==> src/rtl/mem_ctrl.sv <==
// Memory controller: serialises 4-byte instruction fetches and 1/2/4-byte data
// loads/stores onto a byte-wide synchronous RAM. MEM requests win over IF.
module mem_ctrl #(
    parameter int unsigned ADDR_W = 32
) (
    input  logic              clk,
    input  logic              rst,
    input  logic              if_req,
    input  logic [ADDR_W-1:0] if_addr,
    input  logic              if_flush,
    output logic [31:0]       if_data,
    output logic              if_done,
    input  logic              mem_req,
    input  logic              mem_we,
    input  logic [1:0]        mem_len,
    input  logic [ADDR_W-1:0] mem_addr,
    input  logic [31:0]       mem_wdata,
    output logic [31:0]       mem_rdata,
    output logic              mem_done,
    output logic              stall_req_if,
    output logic              stall_req_mem,
    output logic [ADDR_W-1:0] ram_a,
    output logic [7:0]        ram_dout,
    output logic              ram_wr,
    input  logic [7:0]        ram_din
);

    localparam int unsigned DATA_W = 32;
    localparam int unsigned K_W    = 3;

    typedef enum logic [2:0] {
        IDLE,
        IF_RD,
        MEM_RD,
        MEM_WR,
        DONE
    } state_t;

    state_t              r_state;
    state_t              w_next;
    logic [K_W-1:0]      r_k;
    logic [K_W-1:0]      r_n;
    logic                r_src_if;
    logic [DATA_W-1:0]   r_wdata;
    logic [DATA_W-1:0]   r_buf;
    logic [ADDR_W-1:0]   r_ram_a;
    logic [7:0]          r_ram_dout;
    logic                r_ram_wr;
    logic [DATA_W-1:0]   r_if_data;
    logic [DATA_W-1:0]   r_mem_rdata;
    logic                r_if_done;
    logic                r_mem_done;

    logic [K_W-1:0]      w_req_n;
    logic [K_W-1:0]      w_k_inc;
    logic [1:0]          w_idx;
    logic                w_read_end;
    logic                w_last_byte;
    logic                w_addr_step;
    logic [DATA_W-1:0]   w_rd_word;
    logic [7:0]          w_wr_next_byte;

    assign w_req_n        = (mem_len == 2'b00) ? K_W'(1) :
                            (mem_len == 2'b01) ? K_W'(2) : K_W'(4);
    assign w_k_inc        = r_k + K_W'(1);
    assign w_idx          = 2'(r_k - K_W'(1));
    assign w_read_end     = (r_k == r_n);
    assign w_last_byte    = (r_k == r_n - K_W'(1));
    assign w_addr_step    = (r_k < r_n - K_W'(1));
    assign w_wr_next_byte = r_wdata[{w_k_inc[1:0], 3'b000} +: 8];

    // Byte returned by the RAM this cycle belongs to the previous counter value
    always_comb begin
        w_rd_word = r_buf;
        if (r_k != '0) begin
            w_rd_word[{w_idx, 3'b000} +: 8] = ram_din;
        end
    end

    always_ff @(posedge clk or negedge rst) begin
        if (!rst) begin
            r_state <= IDLE;
        end else begin
            r_state <= w_next;
        end
    end

    always_comb begin
        w_next = r_state;
        case (r_state)
            IDLE: begin
                if (mem_req) begin
                    w_next = mem_we ? MEM_WR : MEM_RD;
                end else if (if_req && !if_flush) begin
                    w_next = IF_RD;
                end
            end
            IF_RD: begin
                if (if_flush) begin
                    w_next = IDLE;
                end else if (w_read_end) begin
                    w_next = DONE;
                end
            end
            MEM_RD: begin
                if (w_read_end) begin
                    w_next = DONE;
                end
            end
            MEM_WR: begin
                if (w_last_byte) begin
                    w_next = DONE;
                end
            end
            DONE:    w_next = IDLE;
            default: w_next = IDLE;
        endcase
    end

    // Transfer datapath: request latch, address/byte sequencing, read assembly
    always_ff @(posedge clk or negedge rst) begin
        if (!rst) begin
            r_k         <= '0;
            r_n         <= '0;
            r_src_if    <= 1'b0;
            r_wdata     <= '0;
            r_buf       <= '0;
            r_ram_a     <= '0;
            r_ram_dout  <= '0;
            r_ram_wr    <= 1'b0;
            r_if_data   <= '0;
            r_mem_rdata <= '0;
            r_if_done   <= 1'b0;
            r_mem_done  <= 1'b0;
        end else begin
            r_if_done  <= 1'b0;
            r_mem_done <= 1'b0;
            case (r_state)
                IDLE: begin
                    if (w_next != IDLE) begin
                        r_k   <= '0;
                        r_buf <= '0;
                        if (w_next == IF_RD) begin
                            r_n      <= K_W'(4);
                            r_src_if <= 1'b1;
                            r_ram_a  <= if_addr;
                        end else begin
                            r_n      <= w_req_n;
                            r_src_if <= 1'b0;
                            r_ram_a  <= mem_addr;
                            r_wdata  <= mem_wdata;
                            if (mem_we) begin
                                r_ram_dout <= mem_wdata[7:0];
                                r_ram_wr   <= 1'b1;
                            end
                        end
                    end
                end
                IF_RD, MEM_RD: begin
                    r_k   <= w_k_inc;
                    r_buf <= w_rd_word;
                    if (w_addr_step) begin
                        r_ram_a <= r_ram_a + ADDR_W'(1);
                    end
                    if (w_next == DONE) begin
                        if (r_src_if) begin
                            r_if_data <= w_rd_word;
                            r_if_done <= 1'b1;
                        end else begin
                            r_mem_rdata <= w_rd_word;
                            r_mem_done  <= 1'b1;
                        end
                    end
                end
                MEM_WR: begin
                    if (w_last_byte) begin
                        r_ram_wr   <= 1'b0;
                        r_mem_done <= 1'b1;
                    end else begin
                        r_k        <= w_k_inc;
                        r_ram_a    <= r_ram_a + ADDR_W'(1);
                        r_ram_dout <= w_wr_next_byte;
                    end
                end
                default: begin
                end
            endcase
        end
    end

    assign if_data       = r_if_data;
    assign if_done       = r_if_done;
    assign mem_rdata     = r_mem_rdata;
    assign mem_done      = r_mem_done;
    assign ram_a         = r_ram_a;
    assign ram_dout      = r_ram_dout;
    assign ram_wr        = r_ram_wr;
    assign stall_req_if  = if_req & ~if_done & ~if_flush;
    assign stall_req_mem = mem_req & ~mem_done;

endmodule

==> config.mk <==
export PLATFORM = sky130hd
export DESIGN_NAME = mem_ctrl
export DESIGN_NICKNAME = d
export VERILOG_FILES = /design/src/rtl/mem_ctrl.sv
export SDC_FILE = /design/constraint.sdc
export NUM_CORES = 1
export LEC_CHECK = 0
export BUFFER_PORTS_ARGS = -buffer_cell sky130_fd_sc_hd__buf_2
export CORE_ASPECT_RATIO = 1.25
export CORE_MARGIN = 4
export CORE_UTILIZATION = 39
export DETAILED_ROUTE_END_ITERATION = 8
export SLEW_MARGIN = 20
export SYNTH_ARGS = -nofsm -noshare
export SYNTH_HDL_FRONTEND = slang
export SYNTH_SLANG_ARGS = --single-unit
export TNS_END_PERCENT = 5
==> constraint.sdc <==
create_clock -name clk -period 3.9 [get_ports clk]
set_clock_uncertainty 0.1 [all_clocks]
set_input_delay 0.585 -clock clk [delete_from_list [all_inputs] [get_ports clk]]
set_output_delay 0.585 -clock clk [all_outputs]
set_load 0.1 [all_outputs]
Word level (Yosys, flattened, before mapping)
Index checks and enable logic that the tools add are counted.
- register bits after elaboration: 181
- input bits: 112
- output and inout port bits: 109
- word-level logic and storage cells: 103
- add/sub/neg operators: 5
- $lt $le $gt $ge: 1
- equal/unequal tests: 14
- shifts and indexed selects: 3
- mux-type cells: 40
- bitwise logic cells: 8
- reduce and logical (&&, ||, !) cells: 19
- operators with widths (cell ; count):
    32-bit two-way mux ; 6
    32-bit one-hot mux with 3 select lines ; 1
    32-bit one-hot mux with 2 select lines ; 1
    32-bit by 1-bit adder with 32-bit output, second input constant ; 1
    32-bit bitwise mux ; 1
    8-bit two-way mux ; 4
    8-bit by 7-bit variable shift with 32-bit output, first input constant ; 1
    32-bit by 6-bit variable part select with 8-bit output ; 1
    8-bit by 7-bit variable part select with 32-bit output ; 1
    3-bit two-way mux ; 10
    8-bit one-hot mux with 2 select lines ; 1
    1-bit two-way mux ; 12
    2-bit inequality test, second input constant ; 6
    3-bit one-hot mux with 4 select lines ; 1
    3-bit AND reduction ; 4
    5-bit AND reduction ; 2
    3-bit one-hot mux with 3 select lines ; 1
    3-bit nonzero test ; 3
    5-bit negation with 7-bit output ; 1
    3-bit by 1-bit == test with 1-bit output, second input constant ; 2
    3-bit by 2-bit == test with 1-bit output, second input constant ; 2
    3-bit == test ; 2
    1-bit inverter ; 5
    1-bit one-hot mux with 2 select lines ; 2
    other kinds (15) ; 19

Longest topological paths before layout
Gate-level depths: netlist of the first run.
- word-level depth: 9
- mapped depth: 12
- depth with buffers taken out: 10

Worst setup path before layout of the first run
No wires, ideal clock.
- path kind: flip-flop to flip-flop
- start: reg r_ram_a[0] (netlist: ram_a[0])
- end: reg r_ram_a[24] (netlist: ram_a[24])
- library setup time: 0.139 ns
- arrival time: 2.709 ns
- required time: 3.661 ns
- path slack: 0.952 ns
- stages on the path, launching flop included: 8
- buffers on the path: 0
- period minus slack after synthesis: 2.948 ns
- cell sequence: dfrtp_1 -> ha_1 -> inv_1 -> nor4_1 -> nand3_1 -> or3_1 -> o21ai_0 -> a22oi_1
- word-level cells in the longest chain between the ends: 3
- elaborated cells on any way between the ends: 4
- classes of those cells: add/sub: 1; mux: 3
- ends and longest elaborated chain (element ; line ; source):
    start, declared ; 46 ; logic [ADDR_W-1:0] r_ram_a;
    start signal, assigned ; 146 ; r_ram_a <= if_addr;
    start signal, assigned ; 150 ; r_ram_a <= mem_addr;
    start signal, assigned ; 163 ; r_ram_a <= r_ram_a + ADDR_W'(1);
    32-bit by 1-bit adder with 32-bit output (*) ; 163, 181 ;
    32-bit two-way mux, on equally long branches ; 176, 162 ;
    32-bit one-hot mux with 3 select lines (*) ; 138 ; case (r_state)
Every way passes the cells marked *; elsewhere a longest branch is shown, timed or not. The select of a mux whose other input is x is not followed.
A chain may end at the register's enable or synchronous reset.

Worst setup path in the final report of the first run
- start: reg r_k[0]
- end: reg r_ram_a[16] (netlist: ram_a[16])
- word-level cells in the longest chain between the ends: 8
- elaborated cells on any way between the ends: 16
- classes of those cells: order compare: 1; eq/ne: 6; mux: 7; reduce/logical: 2
- ends and longest elaborated chain (element ; line ; source):
    start, declared ; 41 ; logic [K_W-1:0] r_k;
    start signal, assigned ; 160 ; r_k <= w_k_inc;
    start signal, assigned ; 180 ; r_k <= w_k_inc;
    3-bit == test ; 67 ; assign w_read_end = (r_k == r_n);
    3-bit two-way mux ; 101, 106 ;
    3-bit two-way mux ; 99 ; if (if_flush) begin
    3-bit one-hot mux with 4 select lines ; 90 ; case (r_state)
    3-bit by 1-bit == test with 1-bit output ; 143 ; if (w_next == IF_RD) begin
    32-bit two-way mux ; 143 ;
    32-bit two-way mux ; 140 ; if (w_next != IDLE) begin
    32-bit one-hot mux with 3 select lines ; 138 ;
Parallel ways exist; a longest one is shown, timed or not. The select of a mux whose other input is x is not followed.

==> results.yml, run 1 <==
place:
  numPortBuffers: 220
  place.gp.congestion: 0.8344
  dpl_cell_area_um2: 10190
  dp.final_hpwl_mm: 17.43
cells_and_area:
  final_area_um2: 10820
  area_growth_pct: 23.27
  num_antenna_cells: 0
  num-fill-cells: 2114
  drive_gt1_frac: 0.3349
  nets: 1164
power_and_ir_drop:
  netSwitchingFraction: 0.5382
  p_leak_uw: 0.005563
  finalPower_uw: 10850
  pwr-share-clk: 0.170
  vdd.ir_drop.worst_mv: 0.6873
  p_switching_uw: 5839
  power.density_nw_per_um2: 1003
  cell_internal_pwr_uw: 5010
  power_frac_seq: 0.273
  combPwrFrac: 0.556
floorplan:
  die_area_um2: 24980
  coreArea_um2: 22210
  ioPinCount: 221
  die_h_um: 175.7
  initial_core_util: 0.3951
  core.rowCount: 61
  die_w_um: 142.2
synthesis:
  synth_top_area_frac: 0.5161
  synth.distinct_cells: 65
  synth.most_common_cell: "dfrtp_1"
  synth-seq-cells: 181
  synthTopCellsByCount: "dfrtp_1, nand2_1, a22o_1"
  synth-edff-count: 0
  syn_area_um2: 8776
  synthCells: 834
  synth_top_flop_cell: "dfrtp_1"
  async_flop_share: 1.000
  postSynthAreaPerCell_um2: 10.52
  yosys_warnings: 0
  syn-num-nets: 957
  synthTopCellsByArea: "dfrtp_1, mux2_2, nand2_1"
  post-synth-top-area-cell: "dfrtp_1"
  yosysSeqAreaShare: 0.5161
timing:
  finalCritPeriodShare: 0.8105
  tightest_slew_ps: 966.0
  setup_tns_ps: 0
  setup_viol: 0
  fin_crit_ps: 3161
  relSlewSlack: 0.3553
  rsz0062_at_grt: "no"
  final_hold_viol_count: 0
  fmax_mhz: 316.4
  slew_viol_final: 0
detailed_routing:
  dr.pass1.iters: 5
  avgRoutedWirePerCell_um: 17.96
  drt-initial-drc-count: 401
  postRouteAntennaNets: 0
  via_per_inst: 5.393
  drt-total-wl_mm: 24.02
  drc: 0
  num_vias: 7211
cts:
  cts_tree: "built"
  clockBufferDepth: 2
  htree_num_levels: 4
  cts_buffers: 17
  post_cts_resized: 0
  clk_latency_ps: 430
  clkTransAtPathRegs_ps: 70
  hold_buffers: 0
  cts.sinks: 181
  post-cts-setup-buffer-count: 0
  root_buffer: "clkbuf_16"
global_route:
  antenna_found_initial: 3
  grt_max_degree: 96
  grt_use_total: 0.1923
  grt_pass1_vias: 7119
  grt_pass1_wl_mm: 38.24
  gr-total-overflow: 0
setup_path:
  cp.required_ps: 4070
  reg2reg_depth: 8
  cp_max_fo: 17
  cp.arrival_ps: 3330
  critPathLaunchType: "flip-flop"
  end_kind: "flip-flop"
  crit_type: "flip-flop to flip-flop"
outcome:
  status: "complete, no violations"
hold_path:
  hold_class: "input port to asynchronous set/reset pin"
run:
  max_cap_viol_count: 0
==> power groups by stage <==
stage / Sequential [uW] / Combinational [uW] / Clock [uW]
4_1_cts: 2960 / 6070 / 1900
6_report: 2960 / 6040 / 1850
3_3_place_gp: 2990 / 5990 / 0
5_1_grt: 3050 / 6440 / 1970
2_1_floorplan: 5260 / 2470 / 0
3_5_place_dp: 3000 / 6050 / 0
==> metal layers <==
| layer | routed length [um] | track usage | vias to the layer above |
|---|---|---|---|
| met5 | 23 | 0 | - |
| met3 | 1511 | 0.04385 | 30 |
| li1 | - | - | 3411 |
| met1 | 10370 | 0.2547 | 3533 |
| met4 | 357 | 0.05120 | 6 |
| met2 | 11760 | 0.3177 | 231 |
==> state kept, by name, indices dropped and copies added, names as in the netlist <==
name and flops:
r_wdata 32, if_done 1, mem_done 1, ram_dout 8
r_k 3, mem_rdata 32, ram_a 32, if_data 32
r_buf 32, r_state 3, r_n 3, r_src_if 1
ram_wr 1
==> worst paths after layout <==
path,endpoint,start,slack [ps]
hold reg to reg,r_wdata[28],r_wdata[28],370
min in group clk,r_wdata[12],mem_wdata[12],250
hold / removal,if_data[5],rst,130
setup reg to reg,ram_a[16],r_k[0],740
setup / recovery,ram_a[16],r_k[0],740
max in group asynchronous,if_data[14],rst,2620
==> logic make-up (layout without fill, tap and decap cells) <==
kind of cell,Yosys count,after routing,share of synthesized area
compound gates,190,190,0.1520
xor+xnor,5,5,0.004990
fa+ha+maj,11,11,0.01568
buf+inv,63,283,0.03065
flops,181,181,0.5161
mux,96,96,0.1290
simple gates,288,288,0.1516
==> layout by cell type (no fill, tap or decap), drive strengths merged, types with 12 or more instances in the layout <==
master  netlist  routed
mux2         57      57
a22o         57      57
buf          31     237
inv          14      20
nand2       156     156
nor2         48      48
nor3         12      12
mux2i        31      31
clkbuf       18      19
a21oi        48      48
nand3        21      21
o21ai        41      41
dfrtp       181     181
==> critical path, stage by stage (launching register included) <==
cell,delay [ps]
dfrtp_1,380
inv_1,160
ha_1,280
nor3_1,470
a311oi_1,260
o21ai_4,600
buf_4,410
mux2i_1,250
a211oi_1,90
==> cell type report <==
cell class,instances,area (um^2),share of cell area
inverters,14,52.55,0.004858
clock buffers,19,442.9,0.04094
clock inverters,13,188.9,0.01746
repair buffers,237,1247,0.1153
flip-flops and latches,181,4529,0.4187
well taps,283,354.1,0.03273
multi-input cells,590,4003,0.3700
==> through the flow <==
step / setup WS [ps] / hold WS, ps / cells / utilization
5_1_grt: 551.3 / 196.8 / 1337 / 0.4871
2_1_floorplan: 951.7 / 189.4 / 834 / -
3_5_place_dp: 728.3 / 357.9 / 1305 / 0.4586
6_report: 739.2 / 133.9 / 1337 / 0.4871
3_3_place_gp: 859.0 / 353.8 / 1305 / 0.4586
4_1_cts: 718.6 / 175.8 / 1337 / 0.4871
Note: power is estimated with default switching activity, not from simulation.
==> inputs of run 2 (changes only) <==
==> constraint.sdc (replaced) <==
create_clock -name clk -period 2.9 [get_ports clk]
set_clock_uncertainty 0.1 [all_clocks]
set_input_delay 0.435 -clock clk [delete_from_list [all_inputs] [get_ports clk]]
set_output_delay 0.435 -clock clk [all_outputs]
set_load 0.1 [all_outputs]
==> run 2 against run 1 <==
  * Critical path depth grew 3
  * Count of clock-buffer cells in the layout fell by 2
  * Sequential share of layout area down 0.68 points
  * Largest power group unchanged
  * Critical endpoint is now ram_a[9]
  * Register-to-register slack worse by 660 ps
  * Largest cell class unchanged
==> results.yml, run 2 (synthesis gave the netlist of run 1 again) <==
cells_and_area:
  finish.utilization: 0.4954
  layout_commonest_cell: "buf_2"
  num_antenna_cells: 0
  drive_gt1_frac: 0.3477
  final_cells: 1353
  final_area_um2: 11000
  layout_common_cells: "buf_2, dfrtp_1, nand2_1"
  nets: 1180
  area_growth_pct: 25.38
floorplan:
  die_w_um: 142.2
  die_h_um: 175.7
  die_area_um2: 24980
  initial_core_util: 0.3951
  core.rowCount: 61
  ioPinCount: 221
  coreArea_um2: 22210
timing:
  fmax_mhz: 354.3
  tightest_slew_ps: 873.6
  rsz0062_at_grt: "yes"
  relSlewSlack: 0.4122
  finalCritPeriodShare: 0.9733
  final_hold_viol_count: 0
  fin_crit_ps: 2823
  slew_viol_final: 0
  setup_viol: 0
  holdWs_ps: 99.24
detailed_routing:
  num_vias: 7276
  drt-total-wl_mm: 24.10
  avgRoutedWirePerCell_um: 17.81
  drc: 0
  via_per_inst: 5.378
  postRouteAntennaNets: 0
  drt-initial-drc-count: 479
  dr.pass1.iters: 5
setup_path:
  crit_type: "flip-flop to flip-flop"
  r2r-end: "ram_a[9]"
  cp_max_fo: 22
  path_cells: "inv_1, ha_1, xnor2_1, ha_1, and3b_1, o311a_1, or3_1, buf_6, o31a_1, a21oi_1, a21oi_1"
  cp.required_ps: 3110
  crit_cells: 11
  critPathBufInv: 2
  worstReg2RegStart: "r_n[0]"
  crit_path_top_delay_cell: "o311a_1"
  critPathMaxStageDelay_ps: 370
  critPathTopFamily: "compound AO/OA/AOI/OAI gates"
  cp.arrival_ps: 3030
  reg2reg_depth: 11
  end_kind: "flip-flop"
  cp-startpoint: "r_n[0]"
  critPathLaunchType: "flip-flop"
  reg2reg_slack_ps: 80
  cp-endpoint: "ram_a[9]"
run:
  max_cap_viol_count: 0
power_and_ir_drop:
  finalPower_uw: 14850
  power.density_nw_per_um2: 1349
  p_leak_uw: 0.005666
  vdd.ir_drop.worst_mv: 1.004
global_route:
  grt_use_total: 0.1946
  grt_max_degree: 54
  antenna_found_initial: 2
  gr-total-overflow: 0
  grt_pass1_wl_mm: 38.53
  grt_pass1_vias: 7068
place:
  place.gp.congestion: 0.8362
  dpl_cell_area_um2: 10340
  dp.final_hpwl_mm: 17.59
  dpl.cell_count: 1320
  numPortBuffers: 220
hold_path:
  hold_class: "input port to flip-flop"
cts:
  htree_num_levels: 4
  cts.sinks: 181
  root_buffer: "clkbuf_16"
  clockBufferDepth: 2
  clk_latency_ps: 430
  cts_tree: "built"
  clkTransAtPathRegs_ps: 70
  cts_buffers: 17
outcome:
  status: "complete, no violations"
==> run 2: cell types whose count changed in the layout (fill, tap and decap cells not counted), sizes merged <==
cell / delta
bufinv: +1
inv: -1
clkbuf: -2
clkinv: +2
buf: +15
dlygate4sd3: +1
==> run 2: worst min path at each step <==
stage	from	to	slack (ps)	depth (start not counted)
floorplan	rst	if_data[0]	40	0
global placement	rst	if_data[7]	280	1
detailed placement	rst	if_done	280	1
CTS	mem_wdata[23]	r_wdata[23]	70	3
global route	mem_wdata[15]	r_wdata[15]	80	3
finish	mem_wdata[23]	r_wdata[23]	100	3
==> run 2: power breakdown <==
group | internal (uW) | switching (uW)
clock | 1470 | 1070
combinational | 2180 | 6160
sequential | 3310 | 657
==> run 2: area by class of cell <==
type / count / area (um^2)
flip-flops and latches: 181 / 4532
clock buffers: 17 / 425.4
repair buffers: 253 / 1411
fillers: 2055 / 11210
multi-input cells: 590 / 4008
inverters: 14 / 52.55
clock inverters: 15 / 220.2
well taps: 283 / 354.1
==> run 2: timing repair <==
action | 4_1_cts | 5_1_grt
endpoints found under the hold margin | 35 | 0
hold buffers | 1 | 0
endpoints found under the setup margin | 0 | 4
buffers inserted | 0 | 0
resized for setup | 0 | 3
==> run 2: worst reg2reg max path: cells and delay by family (launching register included) <==
| family | cells | cell delay (ps) |
|---|---|---|
| adder cells (fa/ha/maj) | 2 | 480 |
| buffers and inverters | 2 | 240 |
| AND/OR/NAND/NOR | 2 | 530 |
| flip-flops | 1 | 320 |
| AO/OA/AOI/OAI | 4 | 850 |
| XOR/XNOR | 1 | 170 |
==> run 2: through the flow <==
step	setup WS, ps	TNS, ps
2_1_floorplan	50.71	0
4_1_cts	51.23	0
5_1_grt	-29.60	-31.82
6_report	77.41	0
3_3_place_gp	144.0	0
3_5_place_dp	69.75	0
==> run 2: layer usage <==
metal | vias to the layer above | share of wire | wire, um | global-route usage
met5 | - | 0.00058 | 14 | 0
met4 | 4 | 0.011 | 277 | 0.04960
met1 | 3561 | 0.43 | 10310 | 0.2558
met2 | 223 | 0.50 | 11980 | 0.3264
met3 | 23 | 0.063 | 1511 | 0.04276
li1 | 3465 | - | - | -
==> inputs of run 3 (changes only) <==
--- a/config.mk
+++ b/config.mk
@@ -10,6 +10,7 @@
 export CORE_MARGIN = 4
 export CORE_UTILIZATION = 39
 export DETAILED_ROUTE_END_ITERATION = 8
+export PLACE_DENSITY = 0.63
 export SLEW_MARGIN = 20
 export SYNTH_ARGS = -nofsm -noshare
 export SYNTH_HDL_FRONTEND = slang
==> run 3 against run 2 <==
  * Fmax is 0.22% lower
  * Routed wire length is 1.2% higher
  * Sequential cell count stayed put
  * Clock power hardly changed
  * Critical endpoint unchanged
  * Sequential power hardly changed
  * Total power is 2.0% higher
  * Critical path type unchanged
  * Worst hold slack worse by 6.6 ps
  * Count of clock-buffer cells in the layout is 2 higher
  * Worst setup slack worse by 6.2 ps
==> results.yml, run 3 (synthesis gave the netlist of run 1 again) <==
timing:
  rsz0062_at_grt: "yes"
  relSlewSlack: 0.4350
  fmax_mhz: 353.5
  tightest_slew_ps: 841.1
  fin_crit_ps: 2829
  final_hold_viol_count: 0
  finalCritPeriodShare: 0.9754
  setup_viol: 0
  slew_viol_final: 0
  setup_ws_ps: 71.20
global_route:
  grt_pass1_vias: 7261
  gr-total-overflow: 0
  grt_use_total: 0.1936
  grt_pass1_wl_mm: 38.43
  antenna_found_initial: 1
  grt_max_degree: 65
detailed_routing:
  drc: 0
  postRouteAntennaNets: 0
  via_per_inst: 5.311
  drt-total-wl_mm: 24.39
  dr.pass1.iters: 5
  avgRoutedWirePerCell_um: 17.92
  num_vias: 7228
  drt-initial-drc-count: 434
place:
  dpl_cell_area_um2: 10350
  numPortBuffers: 220
  dp.final_hpwl_mm: 17.54
  place_ws_ps: 54.97
  place.gp.congestion: 0.8385
setup_path:
  end_kind: "flip-flop"
  cp.required_ps: 3100
  r2r-end: "ram_a[9]"
  worstReg2RegStart: "r_n[0]"
  critPathLaunchType: "flip-flop"
  cp.arrival_ps: 3030
  cp_max_fo: 6
  crit_type: "flip-flop to flip-flop"
  reg2reg_depth: 11
  reg2reg_slack_ps: 70
cts:
  cts.sinks: 181
  clockBufferDepth: 2
  cts_tree: "built"
  clkTransAtPathRegs_ps: 70
  root_buffer: "clkbuf_16"
  clk_latency_ps: 420
  htree_num_levels: 4
  cts_buffers: 17
power_and_ir_drop:
  vdd.ir_drop.worst_mv: 1.163
  p_leak_uw: 0.005726
  finalPower_uw: 15140
  power.density_nw_per_um2: 1361
hold_path:
  whs_endpoint: "r_wdata[11]"
  min-delay-start: "mem_wdata[11]"
  whs_path_depth: 3
  hold_class: "input port to flip-flop"
cells_and_area:
  final_area_um2: 11120
  layout_common_cells: "buf_2, dfrtp_1, nand2_1"
  nets: 1188
  drive_gt1_frac: 0.3556
  num-fill-cells: 2047
  area_growth_pct: 26.70
  layout_commonest_cell: "buf_2"
floorplan:
  die_area_um2: 24980
  coreArea_um2: 22210
  initial_core_util: 0.3951
  die_w_um: 142.2
  core.rowCount: 61
  ioPinCount: 221
  die_h_um: 175.7
run:
  max_cap_viol_count: 0
outcome:
  status: "complete, no violations"
## run 3: changes by cell type in the layout (fill, tap and decap cells not counted), moves of 2 or more
cell        before  now
inv_2            0    2
clkbuf_16       17   19
buf_4           27   33
inv_6            2    4
inv_1           14   12
clkinv_4         0    2
inv_8            3    1
clkinvlp_4       3    0
## run 3: layer usage
metal  GRT usage  share of wire
met1      0.2510           0.43
met2      0.3252           0.50
met3     0.04085          0.057
met4     0.05840          0.013
met5           0              0
## run 3: worst max path at each step
stage | startpoint | endpoint | slack (ps)
5_1_grt | r_n[1] | ram_a[9] | -20
2_1_floorplan | ram_a[6] | ram_a[28] | 50
3_5_place_dp | r_n[0] | ram_a[9] | 50
4_1_cts | r_n[0] | ram_a[9] | 40
3_3_place_gp | r_n[0] | ram_a[9] | 110
6_report | r_n[0] | ram_a[9] | 70
## run 3: metrics by stage
| step | TNS, ps | hold slack [ps] | utilization | instances |
|---|---|---|---|---|
| 5_1_grt | -63.88 | 88.61 | 0.5006 | 1361 |
| 4_1_cts | 0 | 72.78 | 0.4950 | 1354 |
| 6_report | 0 | 92.68 | 0.5006 | 1361 |
| 2_1_floorplan | 0 | 39.41 | - | 834 |
| 3_3_place_gp | 0 | 352.3 | 0.4661 | 1322 |
| 3_5_place_dp | 0 | 359.1 | 0.4661 | 1322 |
## run 3: what timing repair did
item	4_1_cts	5_1_grt
endpoints found under the hold margin	60	0
endpoints found under the setup margin	0	4
hold buffers	1	0
resized for setup	0	12
buffers inserted	0	4
## run 3: critical path, cell delays in order (launching register included)
cell and delay (ps):
dfrtp_1 340, inv_2 60, ha_4 150, xnor2_1 120, ha_1 320, and2_1 150, o311a_1 370, or3_4 470
buf_12 160, o31a_1 280, a21oi_1 130, a21oi_1 50
## run 3: layout make-up
cell class / count / area [um^2] / share of cell area
Multi-Input combinational cell: 590 / 4031 / 0.3626
Inverter: 14 / 52.55 / 0.004726
Clock buffer: 19 / 442.9 / 0.03983
Antenna cell: 1 / 2.502 / 0.0002250
Clock inverter: 12 / 188.9 / 0.01699
Tap cell: 283 / 354.1 / 0.03184
Timing Repair Buffer: 261 / 1515 / 0.1363
Sequential cell: 181 / 4532 / 0.4076
## run 3: report_power, final
| part | switching, uW | internal [uW] | leakage (uW) |
|---|---|---|---|
| sequential | 667 | 3310 | 0.00235 |
| clock | 1030 | 1480 | 0.000311 |
| combinational | 6250 | 2400 | 0.00307 |
| total | 7940 | 7190 | 0.00573 |
